==> config.mk <==
export PLATFORM = sky130hd
export DESIGN_NAME = hazard_ctrl
export DESIGN_NICKNAME = d
export VERILOG_FILES = /design/src/rtl/cpu_pkg.sv /design/src/rtl/tag_stage.sv /design/src/rtl/hazard_ctrl.sv
export SDC_FILE = /design/constraint.sdc
export NUM_CORES = 1
export LEC_CHECK = 0
export CORE_MARGIN = 4
export CORE_UTILIZATION = 46
export DETAILED_ROUTE_END_ITERATION = 10
export GPL_TIMING_DRIVEN = 0
export HOLD_SLACK_MARGIN = 0.08
export PLACE_DENSITY = 0.86
export SYNTH_ARGS = -nofsm -noshare
export SYNTH_HDL_FRONTEND = slang
export SYNTH_SLANG_ARGS = --single-unit
==> constraint.sdc <==
create_clock -name clk -period 2.3 [get_ports clk]
set_clock_uncertainty 0.1 [all_clocks]
set_input_delay 0.23 -clock clk [delete_from_list [all_inputs] [get_ports clk]]
set_output_delay 0.23 -clock clk [all_outputs]
set_load 0.005 [all_outputs]
==> src/rtl/cpu_pkg.sv <==
// Shared types for the hazard/forwarding control slice: FSM states,
// the destination-register tag carried down the pipe, and tag helpers.
package cpu_pkg;

    localparam int REG_W = 32'sd4;

    typedef enum logic [1:0] {
        RUN      = 2'd0,
        LU_STALL = 2'd1,
        FLUSH    = 2'd2
    } hz_state_e;

    // Field order matters: {wr, wb} occupy the MSBs so later stages can
    // keep only that prefix once the load flag is no longer needed.
    typedef struct packed {
        logic [REG_W-1:0] wr;
        logic             wb;
        logic             load;
    } wb_tag_t;

    localparam int TAG_W = $bits(wb_tag_t);

    localparam wb_tag_t BUBBLE_TAG = '{wr: {REG_W{1'b0}}, wb: 1'b0, load: 1'b0};

    // Register 0 is hardwired zero, so a write to it must never look like
    // a producer to the forwarding unit or the load-use check.
    function automatic wb_tag_t sanitize_tag(input wb_tag_t t);
        wb_tag_t r;
        r = t;
        if (t.wr == {REG_W{1'b0}}) begin
            r.wb = 1'b0;
        end else begin
            r.wb = t.wb;
        end
        return r;
    endfunction

endpackage

==> src/rtl/tag_stage.sv <==
// One pipeline register for a destination tag. Holds a full wb_tag_t at
// ID/EX, or only its {wr, wb} prefix downstream where the load flag is dead.
module tag_stage
    import cpu_pkg::*;
#(
    parameter int W = TAG_W
) (
    input  logic         clk,
    input  logic         rst_n,
    input  logic         bubble,
    input  logic [W-1:0] tag_in,
    output logic [W-1:0] tag_out
);

    localparam logic [TAG_W-1:0] BUBBLE_BITS = BUBBLE_TAG;

    logic [W-1:0] tag_d;
    logic [W-1:0] tag_q;

    // Choose between the incoming tag and a bubble for the next edge.
    always_comb begin
        if (bubble) begin
            tag_d = BUBBLE_BITS[TAG_W-1 -: W];
        end else begin
            tag_d = tag_in;
        end
    end

    // Tag register, cleared to a bubble by asynchronous reset.
    always_ff @(posedge clk or negedge rst_n) begin
        if (!rst_n) begin
            tag_q <= BUBBLE_BITS[TAG_W-1 -: W];
        end else begin
            tag_q <= tag_d;
        end
    end

    assign tag_out = tag_q;

endmodule

==> src/rtl/hazard_ctrl.sv <==
// Producer side of operand forwarding: carries destination tags through
// ID/EX, EX/MEM and MEM/WB, detects load-use hazards (stall + bubble),
// applies branch-taken flushes, and counts stall and flush cycles.
module hazard_ctrl
    import cpu_pkg::*;
#(
    parameter int REG_W = 32'sd4,
    parameter int CNT_W = 32'sd16
) (
    input  logic             clk,
    input  logic             rst_n,
    input  logic             id_valid,
    input  logic [REG_W-1:0] id_rs1,
    input  logic [REG_W-1:0] id_rs2,
    input  logic             id_rs1_used,
    input  logic             id_rs2_used,
    input  logic [REG_W-1:0] id_wr,
    input  logic             id_wb,
    input  logic             id_load,
    input  logic             ex_br_taken,
    output logic [REG_W-1:0] id_ex_wr,
    output logic             id_ex_wb,
    output logic [REG_W-1:0] ex_mem_wr,
    output logic             ex_mem_wb,
    output logic [REG_W-1:0] mem_wb_wr,
    output logic             mem_wb_wb,
    output logic             pc_hold,
    output logic             flush_if_id,
    output logic [CNT_W-1:0] stall_cnt,
    output logic [CNT_W-1:0] flush_cnt
);

    // Past ID/EX only {wr, wb} are carried; the load flag matters only for
    // the load-use check against the instruction directly behind it.
    localparam int LINK_W = TAG_W - 32'sd1;
    localparam logic [CNT_W-1:0] CNT_MAX = {CNT_W{1'b1}};
    localparam logic [CNT_W-1:0] CNT_ONE = {{(CNT_W-1){1'b0}}, 1'b1};

    hz_state_e         state_q;
    hz_state_e         state_d;
    wb_tag_t           id_raw_s;
    wb_tag_t           id_tag_s;
    wb_tag_t           id_ex_s;
    logic [TAG_W-1:0]  id_ex_bits_s;
    logic [LINK_W-1:0] ex_mem_bits_s;
    logic [LINK_W-1:0] mem_wb_bits_s;
    logic              id_valid_eff_s;
    logic              lu_hit_s;
    logic              bubble_s;
    logic              pc_hold_s;
    logic              flush_s;
    logic [CNT_W-1:0]  stall_cnt_d;
    logic [CNT_W-1:0]  stall_cnt_q;
    logic [CNT_W-1:0]  flush_cnt_d;
    logic [CNT_W-1:0]  flush_cnt_q;

    assign id_ex_s = wb_tag_t'(id_ex_bits_s);

    // Build the ID tag (wrong-path instructions masked) and the load-use hit.
    always_comb begin
        id_valid_eff_s = id_valid & (state_q != FLUSH);
        id_raw_s.wr    = id_wr;
        id_raw_s.wb    = id_wb & id_valid_eff_s;
        id_raw_s.load  = id_load & id_valid_eff_s;
        id_tag_s       = sanitize_tag(id_raw_s);
        lu_hit_s       = id_valid_eff_s & id_ex_s.load & id_ex_s.wb &
                         (id_ex_s.wr != {REG_W{1'b0}}) &
                         ((id_rs1_used & (id_rs1 == id_ex_s.wr)) |
                          (id_rs2_used & (id_rs2 == id_ex_s.wr)));
    end

    // FSM state register.
    always_ff @(posedge clk or negedge rst_n) begin
        if (!rst_n) begin
            state_q <= RUN;
        end else begin
            state_q <= state_d;
        end
    end

    // FSM next state: flush wins over a stall, each special state lasts one cycle.
    always_comb begin
        state_d = RUN;
        case (state_q)
            RUN, LU_STALL: begin
                if (ex_br_taken) begin
                    state_d = FLUSH;
                end else if (lu_hit_s) begin
                    state_d = LU_STALL;
                end else begin
                    state_d = RUN;
                end
            end
            FLUSH:   state_d = RUN;
            default: state_d = RUN;
        endcase
    end

    // FSM outputs: flush/stall requests and the ID/EX bubble select.
    // In FLUSH the branch input is ignored because EX holds a bubble.
    always_comb begin
        flush_s   = 1'b0;
        pc_hold_s = 1'b0;
        bubble_s  = 1'b0;
        case (state_q)
            RUN, LU_STALL: begin
                if (ex_br_taken) begin
                    flush_s  = 1'b1;
                    bubble_s = 1'b1;
                end else if (lu_hit_s) begin
                    pc_hold_s = 1'b1;
                    bubble_s  = 1'b1;
                end else begin
                    bubble_s = 1'b0;
                end
            end
            FLUSH:   bubble_s = 1'b1;
            default: bubble_s = 1'b1;
        endcase
    end

    // Saturating next values for the stall and flush counters.
    always_comb begin
        if (pc_hold_s && (stall_cnt_q != CNT_MAX)) begin
            stall_cnt_d = stall_cnt_q + CNT_ONE;
        end else begin
            stall_cnt_d = stall_cnt_q;
        end
        if (flush_s && (flush_cnt_q != CNT_MAX)) begin
            flush_cnt_d = flush_cnt_q + CNT_ONE;
        end else begin
            flush_cnt_d = flush_cnt_q;
        end
    end

    // Performance counter registers.
    always_ff @(posedge clk or negedge rst_n) begin
        if (!rst_n) begin
            stall_cnt_q <= {CNT_W{1'b0}};
            flush_cnt_q <= {CNT_W{1'b0}};
        end else begin
            stall_cnt_q <= stall_cnt_d;
            flush_cnt_q <= flush_cnt_d;
        end
    end

    tag_stage #(.W(TAG_W)) u_id_ex (
        .clk     (clk),
        .rst_n   (rst_n),
        .bubble  (bubble_s),
        .tag_in  (id_tag_s),
        .tag_out (id_ex_bits_s)
    );

    tag_stage #(.W(LINK_W)) u_ex_mem (
        .clk     (clk),
        .rst_n   (rst_n),
        .bubble  (1'b0),
        .tag_in  (id_ex_bits_s[TAG_W-1:1]),
        .tag_out (ex_mem_bits_s)
    );

    tag_stage #(.W(LINK_W)) u_mem_wb (
        .clk     (clk),
        .rst_n   (rst_n),
        .bubble  (1'b0),
        .tag_in  (ex_mem_bits_s),
        .tag_out (mem_wb_bits_s)
    );

    assign id_ex_wr    = id_ex_s.wr;
    assign id_ex_wb    = id_ex_s.wb;
    assign ex_mem_wr   = ex_mem_bits_s[LINK_W-1:1];
    assign ex_mem_wb   = ex_mem_bits_s[0];
    assign mem_wb_wr   = mem_wb_bits_s[LINK_W-1:1];
    assign mem_wb_wb   = mem_wb_bits_s[0];
    // Requests are held off while in reset so a stray branch input cannot leak out.
    assign pc_hold     = pc_hold_s & rst_n;
    assign flush_if_id = flush_s & rst_n;
    assign stall_cnt   = stall_cnt_q;
    assign flush_cnt   = flush_cnt_q;

endmodule

==> After elaboration in Yosys (flattened, before gate mapping) <==
Cells that the tools add are included.
{ "classes": {"n_mux": 12, "reduce_logical": 6, "eq_ne": 6, "add_sub_neg": 2, "bitwise_logic": 12} }
{ "op_table": {"columns": ["cell", "count"], "rows": [
  ["$add A16 B1 Y16 const B", 2],
  ["$ne A16 B16 Y1 const B", 2],
  ["$and A1 B1 Y1", 11],
  ["$mux W1", 9],
  ["$eq A4 B4 Y1", 2],
  ["$mux W6", 1],
  ["$logic_not A4 Y1", 1],
  ["$mux W2", 2],
  ["$reduce_bool A4 Y1", 1],
  ["$eq A2 B1 Y1 const B", 1],
  ["$logic_and A1 B1 Y1", 2],
  ["$logic_not A2 Y1", 1],
  ["$ne A2 B2 Y1 const B", 1],
  ["$reduce_or A2 Y1", 1],
  ["$or A1 B1 Y1", 1]
]} }
{ "totals": {"ff_bits": 50, "wordCells": 44, "input_bits": 20, "out_inout_bits": 49} }

==> Longest topological paths before layout <==
{ "depth": {"depth_word": 10, "depth_mapped": 8, "mapped_depth_nobuf": 7} }

==> By module <==
A second synthesis with hierarchy kept.
{ "unflattened": {"cells_unflattened": 210, "hier_area_um2": 2308.5} }
{ "modules_own_cells": {"columns": ["mod", "instances", "area_per_inst_um2", "seq_area_each_um2", "cells_per_inst"], "rows": [
  ["hazard_ctrl", 1, 1808.0, 850.8, 178],
  ["tag_stage at u_ex_mem ...", 2, 156.4, 125.1, 10],
  ["tag_stage at u_id_ex", 1, 187.7, 150.1, 12]
]} }

==> Worst setup path after synthesis <==
No wires, ideal clock.
{ "synth_path": {"kind": "register to register", "from": "register stall_cnt_q[0], in the netlist stall_cnt[0]", "to": "register stall_cnt_q[10], in the netlist stall_cnt[10]", "required_ns": 2.068, "t_arrival_ns": 1.529, "setup_time_ns": 0.132, "n_path_buf": 1, "path_stages_with_launch": 9, "period_less_slack_ns": 1.761, "path_slack_ns": 0.539, "path_cell_list": "dfrtp_1 -> ha_1 -> nand3_1 -> nor2_1 -> nand3_1 -> nand2_1 -> buf_2 -> nor3_1 -> xor2_1"} }
{ "synth_between": {"elab_chain_len": 2, "elab_cells_between_ends": 3, "classes_between": "1 x add/sub; 1 x eq/ne; 1 x reduce/logical"} }
{ "synth_lines": {"columns": ["item", "line", "text"], "rows": [
  ["start: declaration", "hazard_ctrl.sv:53", "logic [CNT_W-1:0] stall_cnt_q;"],
  ["start signal: assignment", "hazard_ctrl.sv:139", "stall_cnt_q <= {CNT_W{1'b0}};"],
  ["start signal: assignment", "hazard_ctrl.sv:142", "stall_cnt_q <= stall_cnt_d;"],
  ["branches (longest 2 deep; another with $add A16 B1 Y16)", null, null]
]} }
Several ways; the timed one is not identified.
A chain may end at the register's enable or synchronous reset.

==> Worst setup path in the final report <==
{ "layout_path": {"from": "register u_id_ex.tag_q[4], in the netlist u_id_ex.tag_out[4]", "to": "output port pc_hold"} }
{ "layout_between": {"elab_chain_len": 8, "elab_cells_between_ends": 12, "classes_between": "2 x eq/ne; 3 x mux; 6 x bitwise; 1 x reduce/logical"} }
{ "layout_lines": {"columns": ["item", "line", "text"], "rows": [
  ["start: declaration", "tag_stage.sv:18", "logic [W-1:0] tag_q;"],
  ["start signal: assignment", "tag_stage.sv:32", "tag_q <= BUBBLE_BITS[TAG_W-1 -: W];"],
  ["start signal: assignment", "tag_stage.sv:34", "tag_q <= tag_d;"],
  ["$eq A4 B4 Y1 (on tied branches)", "hazard_ctrl.sv:68, hazard_ctrl.sv:69", null],
  ["$and A1 B1 Y1 (on tied branches)", "hazard_ctrl.sv:68, hazard_ctrl.sv:69", null],
  ["$or A1 B1 Y1", "hazard_ctrl.sv:68", "((id_rs1_used & (id_rs1 == id_ex_s.wr)) |"],
  ["$and A1 B1 Y1 (*)", "hazard_ctrl.sv:67", "(id_ex_s.wr != {REG_W{1'b0}}) &"],
  ["$mux W1 (*)", "hazard_ctrl.sv:110", "end else if (lu_hit_s) begin"],
  ["$mux W1 (*)", "hazard_ctrl.sv:107", "if (ex_br_taken) begin"],
  ["$mux W1 (*)", "hazard_ctrl.sv:105", "case (state_q)"],
  ["$and A1 B1 Y1 (*)", "hazard_ctrl.sv:178", "assign pc_hold = pc_hold_s & rst_n;"],
  ["end: declaration", "hazard_ctrl.sv:27", "output logic pc_hold,"]
]} }
Mark *: on every way between the ends. The rest lies on a longest branch, timed or not.

==> flow_summary.yaml <==
global_routing:
  grt_resource_usage_total_pct: 17.3
  grt_pass1_vias: 1804
  grt_start_max_net_pins: 33
  antenna_found_initial: 0
  globalRouteOverflowTotal: 0
  wire_length_of_the_first_global_routing_pass_mm: 8.46
placement:
  numPortBuffers: 68
  placed_area_um2: 3020
  place_hpwl_mm: 3.54
  dp_slack_ps: -379
  routability_congestion: 0.800
die:
  die_h_um: 77.7
  die_area_um2: 6040
  floorplan.core_area_um2: 4720
  chipWidth_um: 77.7
  floorplan.initialDensity_pct: 47.4
  num_rows: 25
  floorplan.io_pins: 69
worst_setup_path:
  cp.buffers_inverters: 2
  timing.reg2reg.setup_slack_ps: 130
  timing.critical_path.from_type: "flip-flop"
  worst-endpoint-arrival_ps: 1900
  critPathCaptureType: "output port"
  worst-setup-path-type: "flip-flop to output port"
  r2r_end: "stall_cnt[1]"
  critical-path-slowest-cell: "sky130_fd_sc_hd__dfrtp_2"
  worst_ep_required_time_ps: 1970
  timing.reg2reg.worst_path_depth: 8
  critPathMaxFanout: 3
  most_prevalent_standard_cell_on_the_critical_path: "sky130_fd_sc_hd__buf_6"
  crit_path_cell_trace: "xnor2_2 -> nand2_1 -> nor4_2 -> o21ai_1 -> buf_6 -> nor3_4 -> and2_4 -> buf_6"
  crit_family: "simple AND/OR/NAND/NOR gates"
  worst_r2r_startpoint: "u_id_ex.tag_out[4]"
  maximum_cell_stage_delay_along_the_critical_path_ps: 460
sta:
  period_share_pct: 97.1
  achievable-frequency_mhz: 448
  slew_headroom_pct: 41.9
  finalMaxSlewViolations: 0
  tightest_slew_ps: 869
  setup_viol_count_final: 0
  final_critical_path_setup_slack_ps: 66.9
  hold_viol_final: 0
  layout_min_cycle_time_ps: 2230
  grt_setup_unrepaired: "yes"
clock_network:
  tritoncts_clock_tree: "done"
  worst_skew_pair.late_latency_ps: 300
  cts_htree_levels: 2
  number_of_clock_buffers_inserted_by_tritoncts: 5
  clockRootBuffer: "sky130_fd_sc_hd__clkbuf_8"
  cts.sink_count: 50
  cts.clk_slew.worst_paths_ps: 90
  cts_max_path_buffers: 2
worst_hold_path:
  hold_path_end: "u_mem_wb.tag_out[3]"
  hp-start: "u_ex_mem.tag_out[3]"
  hold_path_depth: 0
  class_of_the_tightest_hold_or_removal_check: "flip-flop to flip-flop"
layout:
  area.growth.synth_to_final_pct: 43.2
  mostFrequentLayoutCell: "sky130_fd_sc_hd__clkdlybuf4s50_1"
  layout.cells.most_common_list: "66 x sky130_fd_sc_hd__clkdlybuf4s50_1, 47 x sky130_fd_sc_hd__dfrtp_1, 28 x sky130_fd_sc_hd__xor2_1"
  finish.net_count: 299
  post_route_cells_drive_above_1_share_pct: 13.7
  inserted_diodes: 0
  layout.cell_area.non_filler_um2: 3200
power:
  ir_worst_vdd_mv: 0.323
  leakage_nw: 1.49
  p_total_mw: 1.85
  power.density_nw_per_um2: 576
route:
  drtIter0Drc: 54
  totalWireLength_mm: 4.82
  viasPerCell: 4.97
  drt_pre_antenna_iters: 4
  via_count: 1710
  wl_per_cell_um: 14.0
  detail_route.drc_violations: 0
  ant_nets: 0
synth:
  yosysSeqAreaShare_pct: 55.9
  synth_async_sr_flop_share_pct: 100
  yosys_warnings: 0
  synth.cell_area_um2: 2240
  synth-edff-count: 0
  syn-num-nets: 216
  synth.avg_cell_area_um2: 11.5
  synthDistinctLibCells: 30
  synth_seq_cells: 50
  ys.flop_type: "sky130_fd_sc_hd__dfrtp_1"
  synth_cells: 194
run:
  cap_viol_max_count: 0
run_status:
  run_status: "finished, final reports clean"
-- registers in the layout, indices dropped and copies added, names as in the netlist --
signal and flops:
flush_cnt 16, u_ex_mem.tag_out 5, u_id_ex.tag_out 6, u_mem_wb.tag_out 5, state_q 2, stall_cnt 16
-- routing by layer --
metal  GRT usage (%)  part of all wire [%]  up-vias  wire length [µm]
met3            4.29                   5.0        2               241
li1                -                     -      831                 -
met5               0                     0        -                 0
met4            3.74                  0.29        0                14
met1            23.2                    46      823              2220
met2            28.3                    49       54              2350
-- synth_stat cells (all sizes together), types with 2 or more instances --
master,number,share of area (%)
xor2,28,11
nor3,13,3.1
and2,3,0.84
nor2b,3,0.84
nand4,6,1.7
nand2,14,2.3
nor4,7,3.5
ha,2,1.1
inv,3,0.50
mux2,2,1.0
nor2,10,1.7
and4,5,2.0
dfrtp,50,56
nand2b,2,0.56
and3,8,2.2
buf,7,2.3
xnor2,10,3.9
nand3,15,3.4
-- power by group --
group | internal [mW] | total, mW | leakage [nW] | switching (mW)
Sequential | 0.943 | 1.03 | 0.673 | 0.0873
Combinational | 0.206 | 0.329 | 0.785 | 0.122
Clock | 0.208 | 0.486 | 0.0362 | 0.278
Total | 1.36 | 1.85 | 1.49 | 0.488
-- cell families after synthesis --
group                    count (synthesis)  share of synthesized area, %
buffers and inverters                   11                          2.96
adder cells (fa/ha/maj)                  2                          1.12
flip-flops                              50                          55.9
multiplexers                             2                          1.01
XOR/XNOR                                38                          14.9
AO/OA/AOI/OAI                            2                         0.559
AND/OR/NAND/NOR                         89                          23.5
-- worst max path at each step --
stage,start,to,cells past startpoint
after floorplan,stall_cnt[0],stall_cnt[10],8
after global placement,rst_n,pc_hold,3
after detailed placement,id_rs1[0],pc_hold,8
after CTS,u_id_ex.tag_out[4],pc_hold,8
after global routing,u_id_ex.tag_out[4],pc_hold,8
final,u_id_ex.tag_out[4],pc_hold,8
-- area by class of cell --
type / instances / area (µm²)
Fill cell: 350 / 1520
Sequential cell: 50 / 1250
Multi-Input combinational cell: 133 / 961
Timing Repair Buffer: 76 / 754
Tap cell: 67 / 83.8
Clock buffer: 5 / 68.8
Buffer: 8 / 55.1
Clock inverter: 2 / 15.0
Inverter: 3 / 11.3
-- through the flow --
stage	setup TNS, ps	utilization (%)	std cells	hold WS (ps)
3_5_place_dp	-379	63.9	330	112
5_1_grt	-42.9	67.8	344	309
3_3_place_gp	-29170	63.5	329	260
4_1_cts	0	67.1	342	283
6_report	0	67.8	344	279
2_1_floorplan	0	-	194	-166
-- worst reg2reg max path: cells and delay by family (launching register included) --
kind | cells | cell delay, ps
multiplexers | 1 | 360
XOR/XNOR | 1 | 120
AO/OA/AOI/OAI | 1 | 150
AND/OR/NAND/NOR | 3 | 590
buffers and inverters | 2 | 270
flip-flops | 1 | 460
-- what timing repair did --
action                     CTS  global route
setup endpoints to repair    1             1
pin swaps                    6             5
hold endpoints to repair    20             0
resized for setup           12             3
setup buffers                3             2
hold buffers                 2             0
(Power assumes the default switching activity.)
